[src/rtl/mips_pkg.sv]
// ----------------------------------------------------------------------------
// mips_pkg
// Shared definitions for the instruction fetch front end.
//   WORD_W           : datapath / address width
//   INSTR_BYTES      : bytes per instruction (fetch PC stride)
//   RESET_PC_DEFAULT : default fetch address after reset
//   NOP_INSTR        : encoding used for empty storage
//   fetch_entry_t    : one prefetch-queue entry {pc4, instr}
// ----------------------------------------------------------------------------
package mips_pkg;

    localparam int          WORD_W           = 32;
    localparam int          INSTR_BYTES      = 4;
    localparam logic [31:0] RESET_PC_DEFAULT = 32'h0000_0000;
    localparam logic [31:0] NOP_INSTR        = 32'h0000_0000;

    typedef struct packed {
        logic [WORD_W-1:0] pc4;
        logic [WORD_W-1:0] instr;
    } fetch_entry_t;

    // Sequential fetch address; wraps naturally modulo 2^32.
    function automatic logic [WORD_W-1:0] next_pc(input logic [WORD_W-1:0] pc);
        return pc + WORD_W'(INSTR_BYTES);
    endfunction

    // Force a fetch target onto an instruction boundary.
    function automatic logic [WORD_W-1:0] align_pc(input logic [WORD_W-1:0] pc);
        return pc & ~WORD_W'(INSTR_BYTES - 1);
    endfunction

endpackage

[src/rtl/fetch_fifo.sv]
// ----------------------------------------------------------------------------
// fetch_fifo
// Synchronous FIFO of fetch_entry_t with flush. Storage, pointers and count
// are all reset asynchronously (active low) so the head reads as zero after
// reset.
//   clk      in   clock (rising edge)
//   rst_n    in   asynchronous active-low reset
//   i_flush  in   empty the queue (pointers and count to zero); wins over
//                 push/pop
//   i_push   in   write i_wdata at the write pointer
//   i_pop    in   advance the read pointer
//   i_wdata  in   entry to write
//   o_rdata  out  entry at the read pointer (combinational from flops)
//   o_count  out  occupied entries
//   o_empty  out  count == 0
//   o_full   out  count == DEPTH
// ----------------------------------------------------------------------------
module fetch_fifo
    import mips_pkg::*;
#(
    parameter  int DEPTH = 4,
    localparam int PTR_W = (DEPTH > 1) ? $clog2(DEPTH) : 1,
    localparam int CNT_W = $clog2(DEPTH + 1)
) (
    input  logic               clk,
    input  logic               rst_n,
    input  logic               i_flush,
    input  logic               i_push,
    input  logic               i_pop,
    input  fetch_entry_t       i_wdata,
    output fetch_entry_t       o_rdata,
    output logic [CNT_W-1:0]   o_count,
    output logic               o_empty,
    output logic               o_full
);

    logic [PTR_W-1:0] r_wr_ptr;
    logic [PTR_W-1:0] r_rd_ptr;
    logic [CNT_W-1:0] r_count;
    fetch_entry_t     w_mem [DEPTH];
    logic             w_wr_en;
    logic             w_rd_en;

    assign w_wr_en = i_push & ~i_flush;
    assign w_rd_en = i_pop  & ~i_flush;

    // One register per entry; each loads only when the write pointer
    // selects it.
    genvar gi;
    generate
        for (gi = 0; gi < DEPTH; gi++) begin : g_entry
            fetch_entry_t r_entry;

            always_ff @(posedge clk or negedge rst_n) begin
                if (!rst_n) begin
                    r_entry <= '{pc4: '0, instr: NOP_INSTR};
                end else if (w_wr_en && (r_wr_ptr == PTR_W'(gi))) begin
                    r_entry <= i_wdata;
                end
            end

            assign w_mem[gi] = r_entry;
        end
    endgenerate

    // Pointers wrap modulo DEPTH because DEPTH is a power of two.
    always_ff @(posedge clk or negedge rst_n) begin
        if (!rst_n) begin
            r_wr_ptr <= '0;
            r_rd_ptr <= '0;
            r_count  <= '0;
        end else if (i_flush) begin
            r_wr_ptr <= '0;
            r_rd_ptr <= '0;
            r_count  <= '0;
        end else begin
            if (w_wr_en) begin
                r_wr_ptr <= r_wr_ptr + PTR_W'(1);
            end
            if (w_rd_en) begin
                r_rd_ptr <= r_rd_ptr + PTR_W'(1);
            end
            case ({w_wr_en, w_rd_en})
                2'b10:   r_count <= r_count + CNT_W'(1);
                2'b01:   r_count <= r_count - CNT_W'(1);
                default: r_count <= r_count;
            endcase
        end
    end

    assign o_rdata = w_mem[r_rd_ptr];
    assign o_count = r_count;
    assign o_empty = (r_count == '0);
    assign o_full  = (r_count == CNT_W'(DEPTH));

endmodule

[src/rtl/fetch_queue.sv]
// ----------------------------------------------------------------------------
// fetch_queue
// Instruction fetch stage with a prefetch queue. Owns the fetch PC, reads the
// combinational instruction memory each cycle and queues {PC+4, instr} for
// decode. A redirect flushes the queue and reloads the PC.
//   clk          in   clock (rising edge)
//   rst_n        in   asynchronous active-low reset
//   redirect     in   branch/jump taken; flushes queue, reloads PC
//   redirect_pc  in   new fetch address (low two bits ignored)
//   imem_addr    out  fetch address (= fetch PC)
//   imem_data    in   instruction at imem_addr, same cycle
//   dec_valid    out  queue head is valid
//   dec_ready    in   decode accepts the head this cycle
//   dec_instr    out  head instruction
//   dec_pc4      out  head instruction address + 4
//   count        out  occupied entries
// ----------------------------------------------------------------------------
module fetch_queue
    import mips_pkg::*;
#(
    parameter  int          DEPTH    = 4,
    parameter  logic [31:0] RESET_PC = RESET_PC_DEFAULT,
    localparam int          CNT_W    = $clog2(DEPTH + 1)
) (
    input  logic               clk,
    input  logic               rst_n,
    input  logic               redirect,
    input  logic [WORD_W-1:0]  redirect_pc,
    output logic [WORD_W-1:0]  imem_addr,
    input  logic [WORD_W-1:0]  imem_data,
    output logic               dec_valid,
    input  logic               dec_ready,
    output logic [WORD_W-1:0]  dec_instr,
    output logic [WORD_W-1:0]  dec_pc4,
    output logic [CNT_W-1:0]   count
);

    logic [WORD_W-1:0] r_fetch_pc;
    logic [WORD_W-1:0] w_pc4;
    logic              w_pop;
    logic              w_push;
    logic              w_empty;
    logic              w_full;
    fetch_entry_t      w_wdata;
    fetch_entry_t      w_head;

    assign w_pc4 = next_pc(r_fetch_pc);

    // A handshake coinciding with a redirect is dropped: the head belongs to
    // the flushed path.
    assign w_pop  = dec_valid & dec_ready & ~redirect;
    // When full, a slot frees up only if the head leaves this same cycle.
    assign w_push = ~redirect & (~w_full | w_pop);

    assign w_wdata = '{pc4: w_pc4, instr: imem_data};

    always_ff @(posedge clk or negedge rst_n) begin
        if (!rst_n) begin
            r_fetch_pc <= RESET_PC;
        end else if (redirect) begin
            r_fetch_pc <= align_pc(redirect_pc);
        end else if (w_push) begin
            r_fetch_pc <= w_pc4;
        end
    end

    fetch_fifo #(
        .DEPTH (DEPTH)
    ) u_fifo (
        .clk     (clk),
        .rst_n   (rst_n),
        .i_flush (redirect),
        .i_push  (w_push),
        .i_pop   (w_pop),
        .i_wdata (w_wdata),
        .o_rdata (w_head),
        .o_count (count),
        .o_empty (w_empty),
        .o_full  (w_full)
    );

    assign imem_addr = r_fetch_pc;
    assign dec_valid = ~w_empty;
    assign dec_instr = w_head.instr;
    assign dec_pc4   = w_head.pc4;

endmodule

[config.mk]
export PLATFORM = sky130hd
export DESIGN_NAME = fetch_queue
export DESIGN_NICKNAME = d
export VERILOG_FILES = /design/src/rtl/mips_pkg.sv /design/src/rtl/fetch_fifo.sv /design/src/rtl/fetch_queue.sv
export SDC_FILE = /design/constraint.sdc
export NUM_CORES = 1
export LEC_CHECK = 0
export BUFFER_PORTS_ARGS = -buffer_cell sky130_fd_sc_hd__buf_2
export CORE_MARGIN = 10
export CORE_UTILIZATION = 30
export DETAILED_ROUTE_END_ITERATION = 16
export GPL_ROUTABILITY_DRIVEN = 0
export GPL_TIMING_DRIVEN = 0
export PLACE_DENSITY = 0.51
export SYNTH_ARGS = -nofsm -noshare
export SYNTH_HDL_FRONTEND = slang
export SYNTH_SLANG_ARGS = --single-unit
[constraint.sdc]
create_clock -name clk -period 2.57 [get_ports clk]
set_input_delay 0.514 -clock clk [delete_from_list [all_inputs] [get_ports clk]]
set_output_delay 0.514 -clock clk [all_outputs]
set_load 0.02 [all_outputs]
# Word-level counts from Yosys, hierarchy flattened

Index checks and enable logic that the tools add are counted.

Input port bits: 68
Flip-flop bits (word level): 295
Output and inout port bits: 100

Magnitude comparators: 1
Equal/unequal tests: 6
Bitwise operators: 10
Muxes and demuxes: 11
$add $sub $neg: 5
Reductions and logical operators: 10

Operators with widths:

| kind                                                                | number |
|---|---|
| 64-bit binary-select mux with 2-bit select                          | 1 |
| 64-bit two-way mux                                                  | 2 |
| 32-bit two-way mux                                                  | 2 |
| 32-bit by 3-bit adder with 32-bit output (second input constant)    | 1 |
| 2-bit two-way mux                                                   | 4 |
| 2-bit == test (second input constant)                               | 3 |
| 3-bit case mux with 2 select lines                                  | 1 |
| 2-bit nonzero test                                                  | 3 |
| 1-bit AND                                                           | 5 |
| 2-bit by 1-bit adder with 2-bit output (second input constant)      | 2 |
| 2-bit by 1-bit == test with 1-bit output (second input constant)    | 2 |
| 1-bit logical AND                                                   | 4 |
| 3-bit by 1-bit adder with 3-bit output (second input constant)      | 1 |
| 3-bit == test (second input constant)                               | 1 |
| 3-bit greater-or-equal comparator (second input constant)           | 1 |
| 3-bit zero test                                                     | 1 |
| 3-bit two-way mux                                                   | 1 |
| 1-bit NOT                                                           | 3 |
| 2-bit NOT with 3-bit output                                         | 1 |
| 3-bit nonzero test                                                  | 1 |
| 3-bit by 1-bit subtractor with 3-bit output (second input constant) | 1 |
| 2-bit zero test                                                     | 1 |
| 1-bit bitwise OR                                                    | 1 |

# Depth between registers and ports, before layout

Gate-level depths: netlist of the first run.

Word-level depth: 10
Mapped depth: 7

# Modules after synthesis

A second synthesis of the first run with hierarchy kept.

Cells, all modules: 930
Area total of the unflattened synthesis: 14968.1 um2

Modules (own cells, without submodules):

| module      | area an instance (um2) | cells each | instances |
|---|---|---|---|
| fetch_fifo  | 12717.2                | 658        | 1 |
| fetch_queue | 2250.9                 | 272        | 1 |

# Least setup slack after synthesis of the first run

OpenSTA, ideal clock, no wires.

Path kind: register to output
From: register u_fifo.r_rd_ptr[0]
To: output dec_instr[10]
Data arrival time: 1604 ps
Stages on the path, launching flop included: 4
Slack: 452 ps
Cell sequence: dfrtp_1 > clkbuf_1 > buf_2 > mux4_2

Cells in the longest elaborated chain, start to end: 4

Ends and longest elaborated chain:

| element                                                | line              | source |
|---|---|---|
| start: declaration                                     | fetch_fifo.sv:38  | `logic [PTR_W-1:0] r_rd_ptr;` |
| start signal: assignment                               | fetch_fifo.sv:81  | `r_rd_ptr <= r_rd_ptr + PTR_W'(1);` |
| 2-bit NOT with 3-bit output (not written as such)      | fetch_fifo.sv:91  | `assign o_rdata = w_mem[r_rd_ptr];` |
| 64-bit binary-select mux with 2-bit select             | fetch_fifo.sv:91  |  |
| 64-bit two-way mux (not written as such) (2 in series) | fetch_fifo.sv:91  |  |
| end: declaration                                       | fetch_queue.sv:33 | `output logic [WORD_W-1:0] dec_instr,` |

No other way between the ends. The select of a mux whose other input is x is not followed.

# Worst setup path after layout of the first run

From: register u_fifo.r_rd_ptr[0]
To: output dec_pc4[2]

Cells in the longest elaborated chain, start to end: 4

Ends and longest elaborated chain:

| element                                                | line              | source |
|---|---|---|
| 2-bit NOT with 3-bit output (not written as such)      | fetch_fifo.sv:91  |  |
| 64-bit binary-select mux with 2-bit select             | fetch_fifo.sv:91  |  |
| 64-bit two-way mux (not written as such) (2 in series) | fetch_fifo.sv:91  |  |
| end: declaration                                       | fetch_queue.sv:34 | `output logic [WORD_W-1:0] dec_pc4,` |

No other way between the ends. The select of a mux whose other input is x is not followed.

==> run metrics, run 1 <==
Die H=229 um; Synth Cell Area=13100 um^2; Worst Hold Class=input port to async pin; number of flops mapped to enable cells by yosys=0; post-synth top area share=54.6%; Synth area leaders=dfrtp_1 55%, mux2_2 11%, mux4_2 11%; Buf/Inv on CP=3; most frequent cell after synthesis=dfrtp_1; vias in the first global route=9339; Pre-antenna DRT Iters=5; top cell family by delay on the critical path=multiplexers; Final Max Tran Viols=0; Leakage=between 0.006 and 0.007 uW; # DRC=0; DR vias/cell=4.72; Core Region=43100 um^2; # rows=76; Crit-path slowest cell=mux4_2; I/O pins=168; largest area contributor in the netlist=dfrtp_1; Simple-Gate Fraction of Synth Area=around 10%; total clock sinks=285; dpl hpwl=25400 um; Sequential Power Share=38.6%; Critical Path AT=2020 ps; flops & latches, synth=285; Die W=229 um; Clk pin slew, worst setup/hold paths=60 ps; Syn Area/Cell=12.5 um^2; htree depth=2; RSZ-0062 raised after global routing=true; final setup fails=0; power per cell area=1190 nW/um^2; drt first-iter violations=426; GRT Resource Usage Total=approximately 14%; largest net degree at the start of global routing=102; minimum clock period=2530 ps; Req. time, crit path=2060 ps; Post-Route Setup TNS=0 ps; Net Sw Power=between 6000 and 7000 uW; Clk pwr share=26.1%; Hold Violations, Final=0; crit path cell chain=buf_12 > buf_12 > mux4_2 > buf_2; Root Buffer=clkbuf_16; slowest stage delay, CP=between 500 and 600 ps; Worst Skew=roughly 10 ps; xor-xnor portion of the synthesized cell area=4.03%; Final Net Count=1326; first-pass GRT wire length=56600 um; Port Buffers=161; Distinct cells, synth=42; element type at the critical path end=output port; post-place instance area=roughly 15000 um^2; wirelength, routed=36400 um; DIE AREA=52300 um^2; main combinational cell family by area after synthesis=multiplexers; Post-DRT Antenna Nets=0; maximum capacitance violations=0; Worst Tran Pin Value=801 ps; most instantiated cells after synthesis=285 x dfrtp_1, 167 x nand2_1, 143 x o21ai_0, 125 x mux2_2, 62 x mux4_2; area delta synth->final=23.4%; Net Sw Frac=33.5%; type of the worst setup path=flop to output port; Overflow after GRT=0; vias post-DR=8775; Top cell by count, worst path=buf_12; Starting Density=30.3%; CTS max path bufs=3; compound-gate portion of the synthesized area=5.86%; outcome=finished clean; Async SR Flop Fraction=100%; crit start category=flop; CTS tree=done; cell count after placement=1794; IR drop worst, VDD=0.000546 V; ratio of cells with drive above 1 in the final layout=37.4%; crit-path max FO=10; Non-Filler Cell Area, Final=16100 um^2; Synthesis Warnings=0; power share of the combinational group=35.3%; initial antenna violation count=0; TritonCTS Buffers=36; hold-fix buffers at CTS=0; clk_lat worst skew=approximately 540 ps; adder-cell share of the synthesized area=less than 1%; diode count=0; Slew headroom=46.6%; post-route insts no fill=1861; WL/cell=19.6 um; Int Power=~13000 uW; Final Cycle Share=98.5%; multiplexer share of the synthesized area=22.2%; Fmax achieved=0.395 GHz; post-synthesis sequential area ratio=54.6%; Main synth FF type=dfrtp_1; cells after synthesis=approximately 1.0k
==> final cells by class <==
class                      instances  area [um^2]
timing repair buffer             170         1010
clock inverter                     7         70.1
tap                              585          732
inverter                           4         15.0
multi-input combinational        684         5580
buffer                            71          448
clock buffer                      55         1110
sequential                       285         7140
fill                            4253        27000
==> through the flow <==
| stage | util, % | hold WS, ps | worst slack [ps] | power [uW] |
|---|---|---|---|---|
| final | 37.4 | 22.0 | 38.0 | 19100 |
| after detailed placement | 34.1 | 466 | -421 | 14000 |
| after global placement | 33.9 | 456 | -4540 | 13800 |
| after CTS | 37.2 | 43.4 | -18.2 | 19400 |
| after global routing | 37.4 | 69.5 | -34.1 | 20300 |
| after floorplan | - | 218 | 452 | 11700 |
==> power by group through the flow <==
stage          clock network, uW  logic, uW  registers (uW)
3_5_place_dp                   0       6560            7430
4_1_cts                     5170       6830            7390
2_1_floorplan                  0       4500            7190
3_3_place_gp                   0       6430            7350
6_report                    5000       6750            7390
5_1_grt                     5350       7360            7630
==> path summary, 6_finish.rpt <==
path                                                     from                       endpoint  slack (ps)  depth (start not counted)
worst min-delay path                                    rst_n                  imem_addr[24]          20                          1
max in group asynchronous                               rst_n  u_fifo.g_entry[3].r_entry[24]        1160                          3
worst min register to register  u_fifo.g_entry[1].r_entry[62]  u_fifo.g_entry[1].r_entry[62]         480                          2
worst max-delay path                       u_fifo.r_rd_ptr[0]                     dec_pc4[2]          40                          4
min in group clk                               redirect_pc[7]                   imem_addr[7]         180                          3
worst max register to register              u_fifo.o_count[0]   u_fifo.g_entry[1].r_entry[6]         140                          5
==> sequential cells by signal (all words and copies together), names as in the netlist <==
signal	count
u_fifo.g_entry.r_entry	248
u_fifo.r_wr_ptr	2
imem_addr	30
u_fifo.r_rd_ptr	2
u_fifo.o_count	3
==> logic make-up (layout without fill, tap and decap cells) <==
logic type	Yosys count	after routing
XOR/XNOR	60	60
multiplexers	196	196
flip-flops	285	285
buffers and inverters	77	307
AO/OA/AOI/OAI	152	152
adder cells (fa/ha/maj)	6	6
other	1	5
AND/OR/NAND/NOR	265	265
==> cell usage in the layout, fill, tap and decap left out, types with 3 or more instances in the layout <==
cell,count
mux2_2,125
inv_1,4
clkbuf_2,3
nand2_1,167
nand4_1,9
nor4_4,4
xor2_1,41
buf_12,7
mux4_2,62
xnor2_1,19
o21ai_0,143
a21oi_1,3
nor2_1,19
buf_1,7
buf_6,11
o21ai_1,5
conb_1,5
and3_1,7
nand2_2,4
buf_2,173
mux2_1,7
nor3_1,8
buf_4,10
nand3_1,30
clkbuf_16,38
clkbuf_4,6
dfrtp_1,283
ha_1,5
clkbuf_8,12
clkinv_2,3
clkbuf_1,26
==> worst register-to-register path: stages, from the launching register on <==
cell and delay (ps):
dfrtp_1 490, nor4b_4 530, nor2_2 160, nand2_2 320
buf_2 410, mux2_2 390
==> what timing repair did <==
action                                  4_1_cts  5_1_grt
hold endpoints to repair                      0        0
endpoints found under the setup margin       62       83
gates resized for setup                      51       11
pin swaps                                     0        1
buffers inserted                              4        2
gates cloned                                  0        1
==> routing by layer <==
layer / share of wire (%) / track usage, % / vias to the layer above
met5: 0 / 0 / -
met4: 1.8 / 3.83 / 0
met3: 5.1 / 3.21 / 40
met2: 48 / 22.4 / 193
met1: 45 / 18.0 / 4429
li1: - / - / 4113
Power figures use the tool's default switching activity.
==> inputs of run 2 (changes only) <==
--- a/config.mk
+++ b/config.mk
@@ -6,12 +6,14 @@
 export NUM_CORES = 1
 export LEC_CHECK = 0
 export BUFFER_PORTS_ARGS = -buffer_cell sky130_fd_sc_hd__buf_2
+export CORE_ASPECT_RATIO = 0.8
 export CORE_MARGIN = 10
 export CORE_UTILIZATION = 30
 export DETAILED_ROUTE_END_ITERATION = 16
 export GPL_ROUTABILITY_DRIVEN = 0
 export GPL_TIMING_DRIVEN = 0
-export PLACE_DENSITY = 0.51
+export PLACE_DENSITY = 0.5
 export SYNTH_ARGS = -nofsm -noshare
 export SYNTH_HDL_FRONTEND = slang
+export SYNTH_HIERARCHICAL = 1
 export SYNTH_SLANG_ARGS = --single-unit
==> run 2 against run 1 <==
Net effect: wire length up 6.8%; setup slack better by 7.2 ps; sequential power down 2%; synthesized area up 15%; hold slack better by 1.8 ps; sequential cell count up 8; synthesized cell count down 11%; via count down 3.2%; fmax up 0.29%; die area up 13%; critical endpoint is now dec_pc4[13].
==> run metrics, run 2 <==
area delta synth->final=23.6%; top layer in use=met4; outcome=finished clean; total clock sinks=293; commonest cells after routing, fill and taps aside=289 x dfrtp_1, 240 x mux2_4, 139 x buf_2; Final Cycle Share=98.2%; Clk pin slew, worst setup/hold paths=60 ps; WL/cell=20.8 um; metal3 WL=1900 um; Overflow after GRT=0; Synth Cell Area=15000 um^2; maximum capacitance violations=0; Crit-path slowest cell=mux4_2; Die H=220 um; R2R cell count=11; Final Net Count=~1.2k; Core Region=49500 um^2; initial antenna violation count=0; IR drop worst, VDD=roughly 0.00036 V; Worst Hold Class=input port to async pin; Non-Filler Cell Area, Final=18500 um^2; power per cell area=992 nW/um^2; DIE AREA=between 50000 and 60000 um^2; vias in the first global route=between 9k and 10k; CTS tree=done; largest area contributor in the netlist=dfrtp_1; Reg2Reg Capture Point=u_fifo/g_entry[0].r_entry[19]; element type at the critical path end=output port; Die W=270 um; first-pass GRT wire length=around 60000 um; Final Max Tran Viols=0; Hold Violations, Final=0; I/O pins=approximately 170; Post-Route Setup TNS=0 ps; Leakage=between 0.008 and 0.009 uW; Async SR Flop Fraction=100%; post-place instance area=16700 um^2; TritonCTS Buffers=36; Top cell by count, worst path=buf_6; Pre-antenna DRT Iters=6; minimum clock period=2520 ps; clk_lat worst skew=540 ps; post-synthesis sequential area ratio=49.0%; diode count=0; number of flops mapped to enable cells by yosys=0; final setup fails=0; met2 wire length=between 15000 and 20000 um; Synth area leaders=dfrtp_1 49%, mux2_4 24%, mux4_2 9.6%; Hold WS=23.8 ps; fill count=4760; Slew headroom=a little over two fifths; Largest Register=u_fifo/g_entry.r_entry; Final Power=18400 uW; cell count after placement=roughly 1.8k; CTS max path bufs=3; most instantiated cells after synthesis=293 x dfrtp_1, 240 x mux2_4, 64 x mux4_2, 48 x nand2_1, 44 x xnor2_1; crit path cell chain=buf_6 > buf_12 > mux4_2 > buf_6; CP startpoint=u_fifo/r_rd_ptr[0]; wirelength, routed=slightly below 40000 um; Worst Skew=14.4 ps; commonest non-fill, non-tap cell in the layout=dfrtp_1; met1 WL=19300 um; post-synth top area share=49.0%; cells after synthesis=930; Starting Density=30.2%; RSZ-0062 raised after global routing=true; Post-DRT Antenna Nets=0; Syn Area/Cell=16.1 um^2; dpl hpwl=25500 um; largest net degree at the start of global routing=117; Root Buffer=clkbuf_16; max reg flops=256; drt first-iter violations=468; # rows=73; # DRC=0; ratio of cells with drive above 1 in the final layout=between 50% and 60%; GRT Resource Usage Total=13.0%; slowest stage delay, CP=550 ps; Critical Path AT=2010 ps; Synthesis Warnings=6; most frequent cell after synthesis=dfrtp_1; Req. time, crit path=just over 2000 ps; vias post-DR=8490; Worst Tran Pin Value=roughly 850 ps; crit-path max FO=5; Main synth FF type=dfrtp_1; FF-to-FF Start=u_fifo/o_count[0]; r2r setup slk=50 ps; flops & latches, synth=293; Fmax achieved=0.396 GHz; Port Buffers=162; crit start category=flop; htree depth=2; DR vias/cell=4.54; Distinct cells, synth=40; type of the worst setup path=flop to output port; post-route insts no fill=1868; Critical Path End=dec_pc4[13]; hold-fix buffers at CTS=0
-- run 2: cell count changes in the layout (fill, tap and decap cells not counted), moves of 10 or more --
cell      before  now
nand2_1      167   48
buf_12         7   33
o21ai_0      143   24
mux2_4         0  240
xnor2_1       19   41
buf_2        173  139
buf_6         11   30
mux2_2       125   16
buf_4         10   28
clkbuf_1      26   16
nand3_1       30    8
xor2_1        41   17
-- run 2: layout make-up --
type | instances | area (um^2) | area share [%]
buffer | 60 | 812 | 4.39
tap | 675 | 845 | 4.56
clock buffer | 48 | 1020 | 5.50
inverter | 7 | 26.3 | 0.142
clock inverter | 14 | 139 | 0.750
multi-input combinational | 582 | 7060 | 38.2
sequential | 293 | 7340 | 39.6
timing repair buffer | 189 | 1270 | 6.85
-- run 2: power by group --
part / internal, uW / total (uW) / switching [uW]
Combinational: 3710 / 6100 / 2390
Sequential: 6250 / 7230 / 981
Clock: 2990 / 5040 / 2050
Total: 12900 / 18400 / 5420
-- run 2: kinds of logic after synthesis --
family / after synthesis / synth area share [%]
xor gates and xnor gates: 62 / 3.63
DFF: 293 / 49.0
buffers and inverters: 68 / 4.89
muxes: 323 / 35.1
and+or+nand+nor: 142 / 5.60
other: 1 / 0.0251
AOI/OAI and AO/OA: 35 / 1.21
adders and majority gates: 6 / 0.552
-- run 2: worst max-delay path: cells and delay by family, from the launching register on --
family | cells | cell delay (ps)
buffers and inverters | 3 | 490
DFF | 1 | 410
muxes | 1 | 550
-- run 2: timing repair --
item                       CTS  global route
setup buffers               13            12
cloned                       5             4
setup endpoints to repair  331           297
resized for setup           93            23
pin swaps                    5             4
-- run 2: worst min-delay path by stage --
stage	from	to	cells past startpoint
after global routing	rst_n	u_fifo/g_entry[1].r_entry[32]	1
after global placement	u_fifo/g_entry[1].r_entry[63]	u_fifo/g_entry[1].r_entry[63]	1
final	rst_n	u_fifo/g_entry[0].r_entry[25]	1
after floorplan	rst_n	imem_addr[10]	0
after CTS	rst_n	u_fifo/g_entry[2].r_entry[25]	1
after detailed placement	u_fifo/g_entry[2].r_entry[47]	u_fifo/g_entry[2].r_entry[47]	1
-- run 2: layer usage --
metal  GRT usage (%)  up-vias
met5               0        -
met4            3.37        0
met3            3.33       35
met2            19.6      175
met1            18.2     4426
li1                -     3854
-- run 2: through the flow --
stage               setup slack [ps]  utilization, %
floorplan                       25.3               -
global placement               -4750            33.7
detailed placement              -351            33.8
CTS                            -85.1            37.2
global route                   -38.6            37.4
finish                          45.2            37.4
